<file path="config.mk">
export PLATFORM = sky130hd
export DESIGN_NAME = ervp_register_file_stream_reader
export DESIGN_NICKNAME = d
export VERILOG_FILES = /design/src/rtl/ervp_register_file_stream_reader.sv
export SDC_FILE = /design/constraint.sdc
export NUM_CORES = 1
export LEC_CHECK = 0
export BUFFER_PORTS_ARGS = -buffer_cell sky130_fd_sc_hd__buf_2
export CORE_AREA = 2 2 108 89
export DETAILED_ROUTE_END_ITERATION = 8
export DIE_AREA = 0 0 110 91
export PLACE_DENSITY = 0.7
export SYNTH_ARGS = -nofsm -noshare
export SYNTH_HDL_FRONTEND = slang
export SYNTH_SLANG_ARGS = --single-unit
</file>
<file path="constraint.sdc">
create_clock -name clk -period 3.1 [get_ports clk]
set_input_delay 0 -clock clk [delete_from_list [all_inputs] [get_ports clk]]
set_output_delay 0 -clock clk [all_outputs]
set_load 0.02 [all_outputs]
</file>
<file path="src/rtl/ervp_register_file_stream_reader.sv">
// Read-side sequencer for a 1R1W synchronous-read register file. It walks a wrap-around
// index range and streams the returned words over valid/ready with a last-beat marker.
module ervp_register_file_stream_reader #(
    parameter int unsigned DEPTH    = 16,
    parameter int unsigned WIDTH    = 32,
    parameter int unsigned BW_INDEX = 4,
    parameter int unsigned BW_COUNT = BW_INDEX + 1
) (
    input  logic                clk,
    input  logic                rstp,
    input  logic                start,
    input  logic [BW_INDEX-1:0] start_index,
    input  logic [BW_COUNT-1:0] num_entries,
    output logic                busy,
    output logic                done,
    output logic [BW_INDEX-1:0] rf_rindex,
    output logic                rf_renable,
    input  logic [WIDTH-1:0]    rf_rdata_synch,
    output logic                tx_valid,
    input  logic                tx_ready,
    output logic [WIDTH-1:0]    tx_data,
    output logic                tx_last
);
    localparam logic [BW_INDEX-1:0] LAST_INDEX = BW_INDEX'(DEPTH - 1);
    localparam logic [BW_COUNT-1:0] MAX_COUNT  = BW_COUNT'(DEPTH);

    typedef enum logic [1:0] {IDLE, READ, DRAIN, DONE} state_t;

    state_t              state;
    state_t              next_state;

    logic [BW_INDEX-1:0] ptr;
    logic [BW_INDEX-1:0] rindex_hold;
    logic [BW_COUNT-1:0] num_q;
    logic [BW_COUNT-1:0] issued;
    logic                inflight;
    logic                inflight_last;

    logic                head_valid;
    logic                head_last;
    logic [WIDTH-1:0]    head_data;
    logic                tail_valid;
    logic                tail_last;
    logic [WIDTH-1:0]    tail_data;

    logic                pop_c;
    logic                push_c;
    logic                room_c;
    logic                accept_c;
    logic                issue_c;
    logic [1:0]          load_c;
    logic [BW_COUNT-1:0] num_eff_c;
    logic [BW_INDEX-1:0] index_eff_c;

    // Words held plus the word still coming back from the file, net of this cycle's pop
    assign pop_c  = head_valid & tx_ready;
    assign push_c = inflight;
    assign load_c = 2'(head_valid) + 2'(tail_valid) + 2'(inflight) - 2'(pop_c);
    assign room_c = (load_c < 2'd2);

    assign num_eff_c   = (num_entries > MAX_COUNT) ? MAX_COUNT : num_entries;
    assign index_eff_c = (32'(start_index) >= DEPTH) ? '0 : start_index;

    always_comb begin
        next_state = state;
        accept_c   = 1'b0;
        issue_c    = 1'b0;
        case (state)
            IDLE: begin
                if (start) begin
                    accept_c   = 1'b1;
                    next_state = (num_entries == '0) ? DONE : READ;
                end
            end
            READ: begin
                if (room_c && (issued != num_q)) begin
                    issue_c = 1'b1;
                    if ((issued + BW_COUNT'(1)) == num_q) begin
                        next_state = DRAIN;
                    end
                end
            end
            DRAIN: begin
                if (pop_c && head_last) begin
                    next_state = DONE;
                end
            end
            DONE:    next_state = IDLE;
            default: next_state = IDLE;
        endcase
    end

    always_ff @(posedge clk or posedge rstp) begin
        if (rstp) begin
            state <= IDLE;
            busy  <= 1'b0;
            done  <= 1'b0;
        end else begin
            state <= next_state;
            busy  <= (next_state == READ) || (next_state == DRAIN);
            done  <= (next_state == DONE);
        end
    end

    // Command capture, read pointer and in-flight tracking
    always_ff @(posedge clk or posedge rstp) begin
        if (rstp) begin
            ptr           <= '0;
            rindex_hold   <= '0;
            num_q         <= '0;
            issued        <= '0;
            inflight      <= 1'b0;
            inflight_last <= 1'b0;
        end else begin
            inflight <= issue_c;
            if (issue_c) begin
                inflight_last <= ((issued + BW_COUNT'(1)) == num_q);
            end
            if (accept_c) begin
                ptr    <= index_eff_c;
                num_q  <= num_eff_c;
                issued <= '0;
            end else if (issue_c) begin
                ptr         <= (ptr == LAST_INDEX) ? '0 : ptr + BW_INDEX'(1);
                rindex_hold <= ptr;
                issued      <= issued + BW_COUNT'(1);
            end
        end
    end

    assign rf_renable = issue_c;
    assign rf_rindex  = issue_c ? ptr : rindex_hold;

    // Two-entry output FIFO built as head/tail registers so the stream is driven by flops
    always_ff @(posedge clk or posedge rstp) begin
        if (rstp) begin
            head_valid <= 1'b0;
            head_last  <= 1'b0;
            head_data  <= '0;
            tail_valid <= 1'b0;
            tail_last  <= 1'b0;
            tail_data  <= '0;
        end else begin
            case ({push_c, pop_c})
                2'b01: begin
                    head_valid <= tail_valid;
                    head_last  <= tail_valid & tail_last;
                    if (tail_valid) begin
                        head_data <= tail_data;
                    end
                    tail_valid <= 1'b0;
                    tail_last  <= 1'b0;
                end
                2'b10: begin
                    if (head_valid) begin
                        tail_valid <= 1'b1;
                        tail_data  <= rf_rdata_synch;
                        tail_last  <= inflight_last;
                    end else begin
                        head_valid <= 1'b1;
                        head_data  <= rf_rdata_synch;
                        head_last  <= inflight_last;
                    end
                end
                2'b11: begin
                    if (tail_valid) begin
                        head_data <= tail_data;
                        head_last <= tail_last;
                        tail_data <= rf_rdata_synch;
                        tail_last <= inflight_last;
                    end else begin
                        head_data <= rf_rdata_synch;
                        head_last <= inflight_last;
                    end
                end
                default: begin
                end
            endcase
        end
    end

    assign tx_valid = head_valid;
    assign tx_data  = head_data;
    assign tx_last  = head_last;

endmodule

</file>
* Word-level counts from Yosys, hierarchy flattened
Index checks and enable logic that the tools add are counted.
** Word-level totals
- Register bits after elaboration :: 92
- Input bits :: 45
- Output and inout port bits :: 41
** Cells by class
- Add/subtract/negate cells :: 5
- $lt $le $gt $ge :: 2
- Equal/unequal tests :: 16
- Multiplexer cells :: 33
- Bitwise gates (word level) :: 2
- Reductions and logical operators :: 14
** Operators by type and width (number)
- $mux W32 :: 5
- $pmux W32 S3 :: 1
- $pmux W32 S2 :: 1
- $mux W4 :: 4
- $mux W5 :: 3
- $eq A2 B2 Y1 const B :: 6
- $mux W2 :: 5
- $mux W1 :: 9
- $reduce_and A3 Y1 :: 3
- $ne A2 B2 Y1 const B :: 4
- $pmux W2 S4 :: 1
- $eq A2 B1 Y1 const B :: 3
- $pmux W1 S3 :: 2
- $reduce_bool A2 Y1 :: 3
- $add A5 B1 Y5 const B :: 1
- $eq A5 B5 Y1 :: 1
- $gt A5 B5 Y1 const B :: 1
- $logic_not A5 Y1 :: 1
- $ne A5 B5 Y1 :: 1
- $add A4 B1 Y4 const B :: 1
- $eq A4 B4 Y1 const B :: 1
- $pmux W1 S2 :: 2
- $reduce_and A2 Y1 :: 2
- $reduce_bool A3 Y1 :: 1
- 8 further kinds :: 10

* Longest topological paths before layout
- Depth after elaboration :: 9
- Gate-level depth with buffers :: 11
- Depth with buffers taken out :: 9

* Least setup slack after synthesis
Ideal clock, no wire load.
- Kind :: register -> register
- Start :: register head_valid (netlist: tx_valid)
- End :: register busy
- Library setup time :: 126 ps
- Arrival time :: 2393 ps
- Required time :: 2974 ps
- Slack :: 581 ps
- Cell stages (with the launch flop) :: 12
- Path buffers :: 2
- Period minus slack after synthesis :: 2519 ps
- Cells stage by stage :: dfrtp_1 buf_6 nand2_1 ha_1 ha_1 a21oi_2 xor2_2 o211ai_4 inv_4 buf_6 a211o_1 ha_1
** Between the ends
- Longest elaborated chain between the ends :: 9
- Elaborated cells on any way between the ends :: 13
** Ends and longest elaborated chain
- start, declared :: RTL line 39 : logic head_valid;
- start signal, assigned :: RTL line 146 : head_valid <= tail_valid;
- $add A1 B1 Y2 :: RTL line 58 : assign load_c = 2'(head_valid) + 2'(tail_valid) + 2'(inflight) - 2'(pop_c);
- $add A2 B1 Y2 :: RTL line 58
- $sub A2 B1 Y2 :: RTL line 58
- $lt A2 B2 Y1 :: RTL line 59 : assign room_c = (load_c < 2'd2);
- $logic_and A1 B1 Y1 :: RTL line 76 : if (room_c && (issued != num_q)) begin
- $mux W2 :: RTL line 76
- $pmux W2 S4 (*) :: RTL line 68 : case (state)
- $eq A2 B1 Y1 / $eq A2 B2 Y1 (equally long branches) :: RTL line 100 : busy <= (next_state == READ) || (next_state == DRAIN);
- $logic_or A1 B1 Y1 (*) :: RTL line 100
- end signal, assigned :: RTL line 100
- end, declared :: RTL line 14 : output logic busy,
Mark *: on every way between the ends. The rest lies on a longest branch, timed or not.
A chain may end at the register's enable or synchronous reset.

* Worst setup path in the final report
- Start :: register inflight
- End :: output port rf_rindex[3]
** Between the ends
- Longest elaborated chain between the ends :: 7
** Ends and longest elaborated chain
- start, declared :: RTL line 36 : logic inflight;
- start signal, assigned :: RTL line 115 : inflight <= issue_c;
- $add A2 B1 Y2 :: RTL line 58
- $sub A2 B1 Y2 :: RTL line 58
- $lt A2 B2 Y1 :: RTL line 59
- $logic_and A1 B1 Y1 :: RTL line 76
- $mux W1 :: RTL line 76
- $mux W1 :: RTL line 68
- $mux W4
- end, declared :: RTL line 16 : output logic [BW_INDEX-1:0] rf_rindex,
No other way between the ends.

==> impl_metrics.py <==
metrics = {
    "synth": {
        "ys_seq_area_frac": 0.552,
        "synth_enable_flop_cells": 0,
        "synth_top_area_frac": 0.552,
        "netlist_instances": 376,
        "netlist.top_cell.by_area": "dfrtp_1",
        "synthesis.area_sq_um": 4170,
        "synth.avg_cell_area_sq_um": 11.1,
        "synth_flop_cell": "dfrtp_1",
        "synthTopCellsByCount": "92 x dfrtp_1, 42 x nor2_1, 40 x a21oi_1, 36 x nand2_1, 32 x a22oi_1",
        "synth-seq-cells": 92,
        "synthTopCellsByArea": "dfrtp_1 55%, mux2_2 7.0%, a22oi_1 5.8%",
        "synth_fp_nets": 430,
        "synth_cell_types": 45,
        "synth.most_common_cell": "dfrtp_1",
        "ys_async_sr_fraction": 1.00,
        "ys_warn_count": 0,
    },
    "floorplan": {
        "die_h_microns": 91,
        "coreArea_sq_um": 8880,
        "die_area_sq_um": 10000,
        "start_util": 0.470,
        "io-pin-count": 86,
        "fp.dieW_microns": 110,
        "fp-row-count": 31,
    },
    "critical_path": {
        "crit_path_start_kind": "flip-flop",
        "reg2reg_depth": 9,
        "cp-end-kind": "output port",
        "startpoint": "inflight$_DFF_PP0_",
        "regToRegSetupSlack_ns": 0.59,
        "critPathMaxFanout": 18,
        "r2r-end": "busy$_DFF_PP0_",
        "reg2reg_from": "inflight$_DFF_PP0_",
        "worstPathRequired_ns": 3.10,
        "worstPathArrival_ns": 2.65,
        "critical_path_class": "flip-flop to output port",
    },
    "placement": {
        "place.gp.congestion": 0.814,
        "dp_hpwl_microns": 6340,
        "dp.cells": 563,
        "placed_cell_area_sq_um": 4710,
        "post-place-ws_ns": 0.617,
        "port_buffers": 85,
    },
    "clocking": {
        "cts_tree": "yes",
        "clock_latency_ns": 0.37,
        "cts.sinks": 92,
        "htree_levels": 3,
        "root_buffer": "clkbuf_8",
        "numCtsBuffers": 9,
        "path_clk_slew_ns": 0.09,
        "clockBufferDepth": 2,
    },
    "power_and_ir_drop": {
        "power.density_nw_per_um2": 1180,
        "power.internal_mw": 3.46,
        "vdd_drop_max_mv": 0.621,
        "power_frac_seq": 0.351,
        "switchingPower_mw": 2.81,
        "p_sw_frac": 0.448,
        "combPwrFrac": 0.531,
        "finalPower_mw": 6.27,
        "p_leak_nw": 2.48,
        "clock_power_share": 0.119,
    },
    "cells_and_area": {
        "fin_nets": 556,
        "final_util": 0.599,
        "layout.cells.non_filler": 622,
        "diodes": 0,
        "synthToLayoutAreaGrowth_pct": 27.4,
        "drive_gt1_frac": 0.294,
        "finalInstanceArea_sq_um": 5320,
    },
    "global_route": {
        "antenna_found_initial": 0,
        "grt_first_pass_wirelength_microns": 16300,
        "grt_pass1_vias": 3372,
        "grt_max_degree": 39,
        "track_usage": 0.210,
        "overflow": 0,
    },
    "sta": {
        "rsz0062_at_grt": "false",
        "tightest_slew_ns": 0.707,
        "whs_ns": 0.139,
        "maxSlewHeadroom": 0.529,
        "slew_viol_final": 0,
        "tns_ns": 0,
        "setup_ws_ns": 0.447,
        "finalSetupViolations": 0,
        "fin_crit_sh": 0.856,
        "min_period_ns": 2.65,
        "fmax_mhz": 377,
        "finClkSkew_ns": 0.00916,
        "hold_violations": 0,
    },
    "drt": {
        "wl_per_cell_microns": 15.6,
        "via_count": 3296,
        "drt-total-wl_microns": 9700,
        "antenna_left": 0,
        "via_per_inst": 5.30,
        "drcViolationCount": 0,
        "drt_iter0_markers": 164,
        "dr.pass1.iters": 4,
    },
    "hold_path": {
        "worstHoldStart": "tx_ready",
        "hold_end": "tx_valid$_DFFE_PP0N_",
        "hold_class": "input pin to flip-flop",
        "hold_depth": 4,
    },
    "flow_run": {
        "drv_cap": 0,
    },
    "outcome": {
        "status": "completed",
    },
}
-- power groups by stage --
stage | logic (mW) | registers (mW) | clock network, mW
3_5_place_dp | 3.28 | 2.21 | 0
4_1_cts | 3.34 | 2.19 | 0.763
6_report | 3.33 | 2.20 | 0.743
5_1_grt | 3.69 | 2.28 | 0.817
2_1_floorplan | 2.24 | 2.42 | 0
3_3_place_gp | 3.19 | 2.17 | 0
-- layer usage --
metal  routed length, microns  track usage
met1                     4380        0.276
met2                     4800        0.339
met3                      407       0.0538
met4                      122       0.0665
met5                        0            0
-- placed cells by master (no fill, tap or decap), drive strengths merged, types with 9 or more instances in the layout --
cell / instances
buf: 94
dfrtp: 92
dlygate4sd3: 43
nor2: 42
a21oi: 41
nand2: 36
mux2: 33
a22oi: 32
clkbuf: 11
o21ai: 9
ha: 9
-- logic make-up after synthesis --
group,synth area share
compound gates,0.158
mux,0.0963
buf+inv,0.0348
simple gates,0.108
flops,0.552
fa+ha+maj,0.0270
xor+xnor,0.0240
-- worst max-delay path, stage by stage (launching register included) --
cell and delay [ns]:
dfrtp_1 0.41, inv_1 0.11, ha_1 0.34, ha_1 0.29
a21oi_2 0.18, xor2_2 0.22, o211ai_4 0.22, inv_4 0.20
nand2_1 0.08, nand2_1 0.07, buf_2 0.16
-- worst max-delay path by stage --
stage                     end  depth (start not counted)
3_3_place_gp   busy$_DFF_PP0_                          9
4_1_cts          rf_rindex[1]                         10
6_report         rf_rindex[3]                         10
5_1_grt          rf_rindex[0]                         10
3_5_place_dp   busy$_DFF_PP0_                          9
2_1_floorplan  busy$_DFF_PP0_                         11
-- timing repair --
item / CTS / global route
endpoints found under the setup margin: 0 / 0
setup buffers: 0 / 0
hold endpoints to repair: 103 / 0
hold buffers: 43 / 0
resized for setup: 0 / 0
-- flip-flops by register name, summed over array words and instances, names as in the netlist --
name,count
tail_last,1
tx_data,32
inflight,1
num_q,5
tail_valid,1
inflight_last,1
issued,5
busy,1
state,2
tx_last,1
ptr,4
tx_valid,1
tail_data,32
done,1
rindex_hold,4
-- final cells by class --
class                           instances  area (sq um)
Clock buffer                           11           141
Tap cell                              115           144
Multi-Input combinational cell        255          1740
Sequential cell                        92          2300
Fill cell                             725          3570
Clock inverter                          5          36.3
Timing Repair Buffer                  137           923
Inverter                                7          30.0
(Power assumes the default switching activity.)
